### src/rtl/ahb_fabric_pkg.sv
// ahb_fabric_pkg: shared types, constants and decode helper
// for the parametrised AHB-Lite fabric.
package ahb_fabric_pkg;

    typedef enum logic [1:0] {
        HTRANS_IDLE   = 2'd0,
        HTRANS_BUSY   = 2'd1,
        HTRANS_NONSEQ = 2'd2,
        HTRANS_SEQ    = 2'd3
    } htrans_e;

    localparam logic HRESP_OKAY  = 1'b0;
    localparam logic HRESP_ERROR = 1'b1;

    typedef enum logic [1:0] {
        ST_IDLE,
        ST_DATA,
        ST_ERR1,
        ST_ERR2
    } fabric_state_e;

    localparam int MAX_AW = 64;

    function automatic logic addr_match(
        input logic [MAX_AW-1:0] addr,
        input logic [MAX_AW-1:0] base,
        input logic [MAX_AW-1:0] mask
    );
        return (addr & mask) == base;
    endfunction

endpackage

### src/rtl/ahb_default_slave.sv
// ahb_default_slave: two-cycle ERROR sequencer shared by
// unmapped accesses and watchdog timeouts.
module ahb_default_slave
    import ahb_fabric_pkg::*;
(
    input  logic          clk,
    input  logic          rst,
    input  logic          start,
    output fabric_state_e state,
    output logic          hready,
    output logic          hresp
);

    fabric_state_e state_q;
    fabric_state_e state_d;

    always_ff @(posedge clk) begin
        if (rst) begin
            state_q <= ST_IDLE;
        end else begin
            state_q <= state_d;
        end
    end

    // ERR2 is a ready cycle, so a new error can chain in directly.
    always_comb begin
        state_d = state_q;
        hready  = 1'b1;
        hresp   = HRESP_OKAY;
        unique case (state_q)
            ST_ERR1: begin
                hready  = 1'b0;
                hresp   = HRESP_ERROR;
                state_d = ST_ERR2;
            end
            ST_ERR2: begin
                hresp   = HRESP_ERROR;
                state_d = start ? ST_ERR1 : ST_IDLE;
            end
            default: begin
                state_d = start ? ST_ERR1 : ST_IDLE;
            end
        endcase
    end

    assign state = state_q;

endmodule

### src/rtl/ahb_lite_fabric.sv
// ahb_lite_fabric: one-master AHB-Lite interconnect with window decode,
// registered data-phase select, default slave, watchdog and error capture.
module ahb_lite_fabric
    import ahb_fabric_pkg::*;
#(
    parameter int NUM_SLAVES     = 3,
    parameter int ADDR_WIDTH     = 32,
    parameter int DATA_WIDTH     = 32,
    parameter logic [NUM_SLAVES*ADDR_WIDTH-1:0] SLAVE_BASE =
        {32'h0000_2000, 32'h0000_1000, 32'h0000_0000},
    parameter logic [NUM_SLAVES*ADDR_WIDTH-1:0] SLAVE_MASK =
        {3{32'hFFFF_F000}},
    parameter int TIMEOUT_CYCLES = 16
) (
    input  logic                             HCLK,
    input  logic                             HRESET,
    input  logic [ADDR_WIDTH-1:0]            HADDR,
    input  logic [1:0]                       HTRANS,
    input  logic                             HWRITE,
    input  logic [2:0]                       HSIZE,
    input  logic [DATA_WIDTH-1:0]            HWDATA,
    output logic [DATA_WIDTH-1:0]            HRDATA,
    output logic                             HREADY,
    output logic                             HRESP,
    output logic [NUM_SLAVES-1:0]            HSEL_S,
    output logic                             HREADY_S,
    input  logic [NUM_SLAVES*DATA_WIDTH-1:0] HRDATA_S,
    input  logic [NUM_SLAVES-1:0]            HREADYOUT_S,
    input  logic [NUM_SLAVES-1:0]            HRESP_S,
    input  logic                             err_clear,
    output logic                             err_valid,
    output logic                             err_timeout,
    output logic [ADDR_WIDTH-1:0]            err_addr
);

    localparam int SW = (NUM_SLAVES > 1) ? $clog2(NUM_SLAVES) : 1;
    localparam int CW = (TIMEOUT_CYCLES > 0) ?
                        $clog2(TIMEOUT_CYCLES + 1) : 1;
    localparam logic [CW-1:0] CNT_MAX = '1;
    localparam logic [CW-1:0] TO_LAST =
        CW'((TIMEOUT_CYCLES > 0) ? TIMEOUT_CYCLES - 1 : 0);

    htrans_e               trans;
    logic                  active;
    logic                  hit;
    logic [SW-1:0]         hit_idx;
    logic [SW-1:0]         dsel_q;
    logic [ADDR_WIDTH-1:0] daddr_q;
    logic [ADDR_WIDTH-1:0] cap_addr;
    fabric_state_e         ph_q;
    fabric_state_e         ph_d;
    fabric_state_e         ds_state;
    fabric_state_e         st;
    logic [CW-1:0]         to_cnt_q;
    logic                  sel_rdy;
    logic                  sel_resp;
    logic [DATA_WIDTH-1:0] sel_data;
    logic                  ds_ready;
    logic                  ds_resp;
    logic                  ds_start;
    logic                  timeout;
    logic                  hready_int;
    logic                  unused_ok;

    assign trans     = htrans_e'(HTRANS);
    assign active    = (trans == HTRANS_NONSEQ) ||
                       (trans == HTRANS_SEQ);
    assign unused_ok = ^{HWRITE, HSIZE, HWDATA};

    // Scan high to low so the lowest matching window wins.
    always_comb begin
        hit     = 1'b0;
        hit_idx = '0;
        for (int i = NUM_SLAVES - 1; i >= 0; i--) begin
            if (addr_match(
                    MAX_AW'(HADDR),
                    MAX_AW'(SLAVE_BASE[i*ADDR_WIDTH +: ADDR_WIDTH]),
                    MAX_AW'(SLAVE_MASK[i*ADDR_WIDTH +: ADDR_WIDTH]))) begin
                hit     = 1'b1;
                hit_idx = SW'(i);
            end
        end
    end

    always_comb begin
        HSEL_S = '0;
        if (active && hit) begin
            HSEL_S[hit_idx] = 1'b1;
        end
    end

    always_comb begin
        sel_rdy  = 1'b1;
        sel_resp = HRESP_OKAY;
        sel_data = '0;
        for (int i = 0; i < NUM_SLAVES; i++) begin
            if (dsel_q == SW'(i)) begin
                sel_rdy  = HREADYOUT_S[i];
                sel_resp = HRESP_S[i];
                sel_data = HRDATA_S[i*DATA_WIDTH +: DATA_WIDTH];
            end
        end
    end

    assign st = (ds_state != ST_IDLE) ? ds_state : ph_q;

    always_comb begin
        hready_int = 1'b1;
        HRESP      = HRESP_OKAY;
        HRDATA     = '0;
        unique case (1'b1)
            (st == ST_DATA): begin
                hready_int = sel_rdy;
                HRESP      = sel_resp;
                HRDATA     = sel_data;
            end
            (ds_state != ST_IDLE): begin
                hready_int = ds_ready;
                HRESP      = ds_resp;
            end
            default: ;
        endcase
    end

    assign HREADY   = hready_int;
    assign HREADY_S = hready_int;

    assign timeout  = (TIMEOUT_CYCLES != 0) &&
                      (st == ST_DATA) && !sel_rdy &&
                      (to_cnt_q == TO_LAST);
    assign ds_start = timeout ||
                      (hready_int && active && !hit);

    // The stalled slave is dropped on timeout; the default slave owns the bus.
    always_comb begin
        ph_d = ph_q;
        if (timeout) begin
            ph_d = ST_IDLE;
        end else if (hready_int) begin
            ph_d = (active && hit) ? ST_DATA : ST_IDLE;
        end
    end

    always_ff @(posedge HCLK) begin
        if (HRESET) begin
            ph_q     <= ST_IDLE;
            dsel_q   <= '0;
            daddr_q  <= '0;
            to_cnt_q <= '0;
        end else begin
            ph_q <= ph_d;
            if (hready_int) begin
                daddr_q  <= HADDR;
                to_cnt_q <= '0;
                if (active && hit) begin
                    dsel_q <= hit_idx;
                end
            end else if (st == ST_DATA && !sel_rdy &&
                         to_cnt_q != CNT_MAX) begin
                to_cnt_q <= to_cnt_q + 1'b1;
            end
        end
    end

    ahb_default_slave u_default (
        .clk    (HCLK),
        .rst    (HRESET),
        .start  (ds_start),
        .state  (ds_state),
        .hready (ds_ready),
        .hresp  (ds_resp)
    );

    // Unmapped errors latch the address being accepted this cycle.
    assign cap_addr = hready_int ? HADDR : daddr_q;

    always_ff @(posedge HCLK) begin
        if (HRESET) begin
            err_valid   <= 1'b0;
            err_timeout <= 1'b0;
            err_addr    <= '0;
        end else if (ds_start && (!err_valid || err_clear)) begin
            err_valid   <= 1'b1;
            err_timeout <= timeout;
            err_addr    <= cap_addr;
        end else if (err_clear) begin
            err_valid   <= 1'b0;
            err_timeout <= 1'b0;
            err_addr    <= '0;
        end
    end

endmodule
### config.mk
export PLATFORM = sky130hd
export DESIGN_NAME = ahb_lite_fabric
export DESIGN_NICKNAME = d
export VERILOG_FILES = /design/src/rtl/ahb_fabric_pkg.sv /design/src/rtl/ahb_default_slave.sv /design/src/rtl/ahb_lite_fabric.sv
export SDC_FILE = /design/constraint.sdc
export NUM_CORES = 1
export LEC_CHECK = 0
export BUFFER_PORTS_ARGS = -buffer_cell sky130_fd_sc_hd__buf_2
export CORE_ASPECT_RATIO = 0.6
export CORE_UTILIZATION = 40
export CTS_BUF_LIST = sky130_fd_sc_hd__clkbuf_16
export DETAILED_ROUTE_END_ITERATION = 8
export PLACE_DENSITY = 0.77
export SLEW_MARGIN = 20
export SYNTH_ARGS = -nofsm -noshare
export SYNTH_HDL_FRONTEND = slang
export SYNTH_SLANG_ARGS = --single-unit
### constraint.sdc
create_clock -name HCLK -period 4.05 [get_ports HCLK]
set_clock_uncertainty 0.2 [all_clocks]
set_input_delay 0.2025 -clock HCLK [delete_from_list [all_inputs] [get_ports HCLK]]
set_output_delay 0.2025 -clock HCLK [all_outputs]
set_load 0.01 [all_outputs]
Word-level counts from Yosys, hierarchy flattened
Cells that the tools add are included.
W data, S select, Z words.
{"block": "totals", "out_inout_bits": 72, "input_bits": 175, "register_bits": 77}
{"block": "op_classes", "n_eq_ne": 11, "magnitude_cmp": 2, "n_mux": 33, "add_sub_neg": 1, "n_reduce_logical": 22}
{"operator": "$mux W32", "count": 7}
{"operator": "$logic_not A64 Y1", "count": 1}
{"operator": "$eq A20 B1 Y1 const B", "count": 1}
{"operator": "$eq A20 B2 Y1 const B", "count": 1}
{"operator": "$mux W1", "count": 16}
{"operator": "$mux W2", "count": 6}
{"operator": "$eq A2 B2 Y1 const B", "count": 5}
{"operator": "$logic_and A1 B1 Y1", "count": 8}
{"operator": "$reduce_or A2 Y1", "count": 3}
{"operator": "$add A5 B1 Y5 const B", "count": 1}
{"operator": "$eq A5 B4 Y1 const B", "count": 1}
{"operator": "$ne A5 B5 Y1 const B", "count": 1}
{"operator": "$eq A2 B1 Y1 const B", "count": 2}
{"operator": "$pmux W1 S2", "count": 2}
{"operator": "$reduce_bool A2 Y1", "count": 2}
{"operator": "$logic_not A1 Y1", "count": 3}
{"operator": "$logic_or A1 B1 Y1", "count": 3}
{"operator": "$lt A2 B3 Y1 const B", "count": 1}
{"operator": "$mux W3", "count": 1}
{"operator": "$demux W1 S2", "count": 1}
{"operator": "$ge A2 B1 Y1 const B", "count": 1}
{"operator": "$logic_not A2 Y1", "count": 1}
{"operator": "$reduce_and A2 Y1", "count": 1}

Depth between registers and ports, before layout
{"block": "depth", "ltp_word": 10, "mapped_depth": 8, "depth_no_buf": 7}

Modules after synthesis
Synthesis repeated with hierarchy kept, for this count alone.
{"block": "hier_totals", "hier_cells": 441, "area_unflattened_um2": 3597.2}
{"mod": "ahb_lite_fabric", "n_inst": 1, "cells_each": 434, "area_each_um2": 3523.4}
{"mod": "ahb_default_slave", "n_inst": 1, "cells_each": 7, "area_each_um2": 73.8}

Least setup slack after synthesis
No wires, ideal clock.
{"block": "synth_path", "path_type": "register to register", "startpoint": "reg dsel_q[1]", "endpoint": "reg err_addr[24]", "setup_ns": 0.138, "slack_ns": 1.874, "stages_incl_launch_ff": 9, "arrival_time_ns": 1.839, "period_less_slack_ns": 2.176, "path_buffers": 3, "path_cell_list": "dfxtp_1 > buf_6 > mux2_1 > o311a_1 > nor2_2 > buf_6 > buf_6 > mux2i_1 > o32ai_1"}
{"block": "synth_between", "elab_chain_len": 10, "elab_cells_between_ends": 17, "classes_between": "eq/ne: 2; mux: 6; reduce/logical: 9"}
{"element": "start, declared", "line_no": "ahb_lite_fabric.sv:47", "text": "logic [SW-1:0] dsel_q;"}
{"element": "start signal, assigned", "line_no": "ahb_lite_fabric.sv:156", "text": "dsel_q <= hit_idx;"}
{"element": "$logic_not A2 Y1", "line_no": "ahb_lite_fabric.sv:97", "text": "if (dsel_q == SW'(i)) begin"}
{"element": "$mux W1 (2 in series)", "line_no": "ahb_lite_fabric.sv:97"}
{"element": "$mux W1 *", "line_no": "ahb_lite_fabric.sv:97"}
{"element": "$pmux W1 S2 / $logic_not A1 Y1 (equally long branches)", "line_no": "ahb_lite_fabric.sv:111, ahb_lite_fabric.sv:129"}
{"element": "$logic_and A1 B1 Y1 (on tied branches) (2 in series)", "line_no": "ahb_lite_fabric.sv:132, ahb_lite_fabric.sv:129"}
{"element": "$logic_or A1 B1 Y1", "line_no": "ahb_lite_fabric.sv:131", "text": "assign ds_start = timeout ||"}
{"element": "$logic_and A1 B1 Y1", "line_no": "ahb_lite_fabric.sv:182", "text": "end else if (ds_start && (!err_valid || err_clear)) begin"}
{"element": "$mux W32 / $reduce_bool A2 Y1 (equally long branches)"}
{"element": "end signal, assigned", "line_no": "ahb_lite_fabric.sv:185", "text": "err_addr <= cap_addr;"}
{"element": "end, declared", "line_no": "ahb_lite_fabric.sv:33", "text": "output logic [ADDR_WIDTH-1:0] err_addr"}
Mark *: on every way between the ends. The rest lies on a longest branch, timed or not.
A chain may end at the register's enable or synchronous reset.

Worst setup path in the final report
{"block": "layout_path", "startpoint": "reg dsel_q[0]", "endpoint": "reg err_addr[10]"}
Same word-level chain as after synthesis.

==> flow_summary.yaml <==
run_status:
  run_status: "finished with violations"
  violated_checks: "design-rule violations"
cts:
  tritoncts_clock_tree: "yes"
  clockBufferDepth: 2
  clk_root_buffer_cell: "sky130_fd_sc_hd__clkbuf_16"
  ctsHtreeMaxLevel: 3
  resized_gates_after_cts: 0
  cts_setup_buffers: 0
  clock_insertion_delay_worst_skew_ps: 330
  worst_setup_hold_path_clk_slew_ps: 60
  numCtsBuffers: 9
  cts.sink_count: 76
floorplan:
  fp.coreArea_mm2: 0.009189
  start_util: 0.4141
  die-area_mm2: 0.009919
  die_h_um: 77.55
  num_rows: 27
  die_w_um: 127.9
  io_pins: 247
setup_path:
  worst-endpoint-required_ps: 4020
  critical_path_buf_inv_count: 3
  crit_path_start: "dsel_q[0]$_SDFFE_PP0P_"
  critPathKind: "register to register"
  timing.critical_path.slowest_stage_cell: "sky130_fd_sc_hd__buf_4"
  worst_setup_path_end_kind: "register"
  critPathLaunchType: "register"
  worst_path_most_repeated_cell: "sky130_fd_sc_hd__buf_4"
  timing.critical_path.slowest_cell_delay_ps: 380
  worst-path-max-fanout: 37
  worstReg2RegStart: "dsel_q[0]$_SDFFE_PP0P_"
  worst_ep_arrival_time_ps: 2850
  kind_of_cell_with_the_highest_combined_delay_on_the_critical_path: "buffers and inverters"
  critical_path.cell_chain: "buf_4, nor2b_2, buf_4, o2bb2ai_1, a41oi_1, o21ai_2, buf_4, o32ai_1"
grt:
  antenna_found_initial: 0
  grt-ovfl-total: 0
  pin_count_of_the_biggest_net_entering_global_routing: 78
  first_global_vias: 3756
  global_route.usage.total: 0.2302
  first_pass_grt_wire_length_um: 18080
synthesis:
  netlist_instances: 446
  synthDistinctLibCells: 49
  post_synthesis_sequential_area_ratio: 0.3999
  synth_area_per_cell_um2: 8.531
  synth_top_area_frac: 0.3999
  post_synth_main_area_contributors: "sky130_fd_sc_hd__dfxtp_1 (40%), sky130_fd_sc_hd__mux2i_1 (17%), sky130_fd_sc_hd__nor2_1 (10%)"
  most_frequently_used_flop_master_after_synthesis: "sky130_fd_sc_hd__dfxtp_1"
  synth_enable_flop_cells: 0
  mappedNetlistArea_mm2: 0.003805
  ys_ff_latch: 76
  synth_largest_area_cell: "sky130_fd_sc_hd__dfxtp_1"
  number_of_nets_produced_by_synthesis: 624
  yosysWarningCount: 0
  synth_async_sr_flop_share: 0
power_and_ir_drop:
  power.density_cell_area_mw_per_mm2: 340.1
  max-vdd-ir-drop_mv: 0.2083
  leakage_nw: 2.483
routing:
  wl_final_um: 11390
  final_antenna_net_count: 0
  first_iter_violations: 183
  drt_drc_violations_left: 2
  routed-via-count: 3951
  post_drt_via_cell_ratio: 4.914
  wl_per_cell_um: 14.16
  firstDrtPassIters: 7
cells_and_area:
  area_growth_syn_to_layout_pct: 44.06
  finalNetCount: 847
  final-instance-count-excl-fill: 804
  final_layout_size_suffix_gt1_frac: 0.3635
  final_antenna_diode_count: 0
  final_util: 0.5965
timing:
  timing.slew.headroom: 0.5061
  min_period_over_period: 0.7095
  report.final.hold_viol_count: 0
  clock.fmax_mhz: 348.0
  timing.hold.ws_ps: 12.93
  final.min_clock_period_ps: 2874
  final.setup.tns_ps: 0
  final_count_of_pins_violating_max_slew: 0
  setup_viol: 0
  grt_setup_unrepaired: "no"
  layout_setup_ws_ps: 1176
  timing_worst_slew_pin_value_ps: 740.8
placed_design:
  dp_worst_setup_slack_ps: 1216
  dp_hpwl_um: 8354
  gp_congestion: 0.7735
  dp.cells: 758
  placement.io_buffers: 209
min_path:
  min_path_type: "input pin to register"
  hp-start: "HADDR[31]"
job:
  timing.max_cap.violations: 0
## per-stage QoR
| stage | total power [W] | instance area [um^2] |
|---|---|---|
| after floorplan | 0.001002 | 3805 |
| after global placement | 0.001120 | 4905 |
| after detailed placement | 0.001134 | 4905 |
| after CTS | 0.001884 | 5482 |
| after global routing | 0.001951 | 5482 |
| final | 0.001864 | 5482 |
## cell families after synthesis
| family | Yosys count | share of synthesized area |
|---|---|---|
| and+or+nand+nor | 139 | 0.1664 |
| AOI/OAI and AO/OA | 82 | 0.1513 |
| buffers and inverters | 76 | 0.08911 |
| DFF | 76 | 0.3999 |
| muxes | 67 | 0.1766 |
| xor gates and xnor gates | 3 | 0.006907 |
| adders and majority gates | 3 | 0.009866 |
## flip-flops by register name, indices dropped and copies added (netlist names)
| name | count |
|---|---|
| daddr_q | 32 |
| err_addr | 32 |
| to_cnt_q | 5 |
| dsel_q | 2 |
| u_default.state | 2 |
| err_timeout | 1 |
| err_valid | 1 |
| ph_q | 1 |
## cells in the mapped netlist (2+ instances only)
master and number:
sky130_fd_sc_hd__dfxtp_1 76, sky130_fd_sc_hd__nand3_1 3, sky130_fd_sc_hd__mux2i_1 66, sky130_fd_sc_hd__clkbuf_1 24, sky130_fd_sc_hd__nor3_1 6, sky130_fd_sc_hd__buf_8 2, sky130_fd_sc_hd__and3_1 3, sky130_fd_sc_hd__nand3b_1 2
sky130_fd_sc_hd__o32ai_1 32, sky130_fd_sc_hd__nor2_1 104, sky130_fd_sc_hd__or4_1 4, sky130_fd_sc_hd__nand2b_1 2, sky130_fd_sc_hd__nand2_1 2, sky130_fd_sc_hd__a211oi_1 2, sky130_fd_sc_hd__xor2_1 2, sky130_fd_sc_hd__buf_2 4
sky130_fd_sc_hd__inv_1 40, sky130_fd_sc_hd__ha_1 3, sky130_fd_sc_hd__nor3b_1 2, sky130_fd_sc_hd__a21oi_1 36, sky130_fd_sc_hd__buf_6 3
## layout make-up
class                           count  area, um^2
Clock buffer                        9       225.2
Tap cell                          130       162.7
Multi-Input combinational cell    294        1959
Sequential cell                    76        1523
Timing Repair Buffer              247        1406
Inverter                           41       153.9
Fill cell                         852        3707
Clock inverter                      7       51.30
## cell usage in the layout, fill, tap and decap left out, drive strengths merged, types with 6 or more instances in the layout
| master | instances |
|---|---|
| dfxtp | 76 |
| buf | 217 |
| dlygate4sd3 | 30 |
| clkbuf | 9 |
| nor3 | 6 |
| a21oi | 36 |
| o32ai | 32 |
| inv | 42 |
| mux2i | 66 |
| nor2 | 105 |
## worst paths after layout
kind,to,slack [ps],cells after the start
max reg2reg,err_addr[10]$_SDFFE_PP0P_,1180,8
max,err_addr[10]$_SDFFE_PP0P_,1180,8
min,daddr_q[31]$_SDFF_PP0_,10,3
min reg2reg,err_addr[15]$_SDFFE_PP0P_,250,2
## metal layers
layer | up-vias | GRT usage | wire length (um) | part of all wire
met1 | 1852 | 0.2966 | 5164 | 0.45
met4 | 0 | 0.04824 | 87 | 0.0076
met3 | 12 | 0.06414 | 554 | 0.049
met5 | - | 0 | 0 | 0
met2 | 100 | 0.3842 | 5582 | 0.49
li1 | 1987 | - | - | -
## repair_timing
item,in CTS,in global routing
hold buffers,30,0
endpoints found under the hold margin,30,0
endpoints found under the setup margin,0,0
## report_power, final
part	internal, W	leakage (nW)	switching (W)
sequential	0.000794	0.625	0.0000193
combinational	0.000157	1.73	0.000170
clock	0.000416	0.132	0.000308
total	0.00137	2.48	0.000497
## worst reg2reg max path: stages, from the launching register on
cell	delay (ps)
sky130_fd_sc_hd__dfxtp_1	320
sky130_fd_sc_hd__buf_4	350
sky130_fd_sc_hd__nor2b_2	210
sky130_fd_sc_hd__buf_4	340
sky130_fd_sc_hd__o2bb2ai_1	270
sky130_fd_sc_hd__a41oi_1	200
sky130_fd_sc_hd__o21ai_2	300
sky130_fd_sc_hd__buf_4	380
sky130_fd_sc_hd__o32ai_1	160
Note: power is estimated with default switching activity, not from simulation.
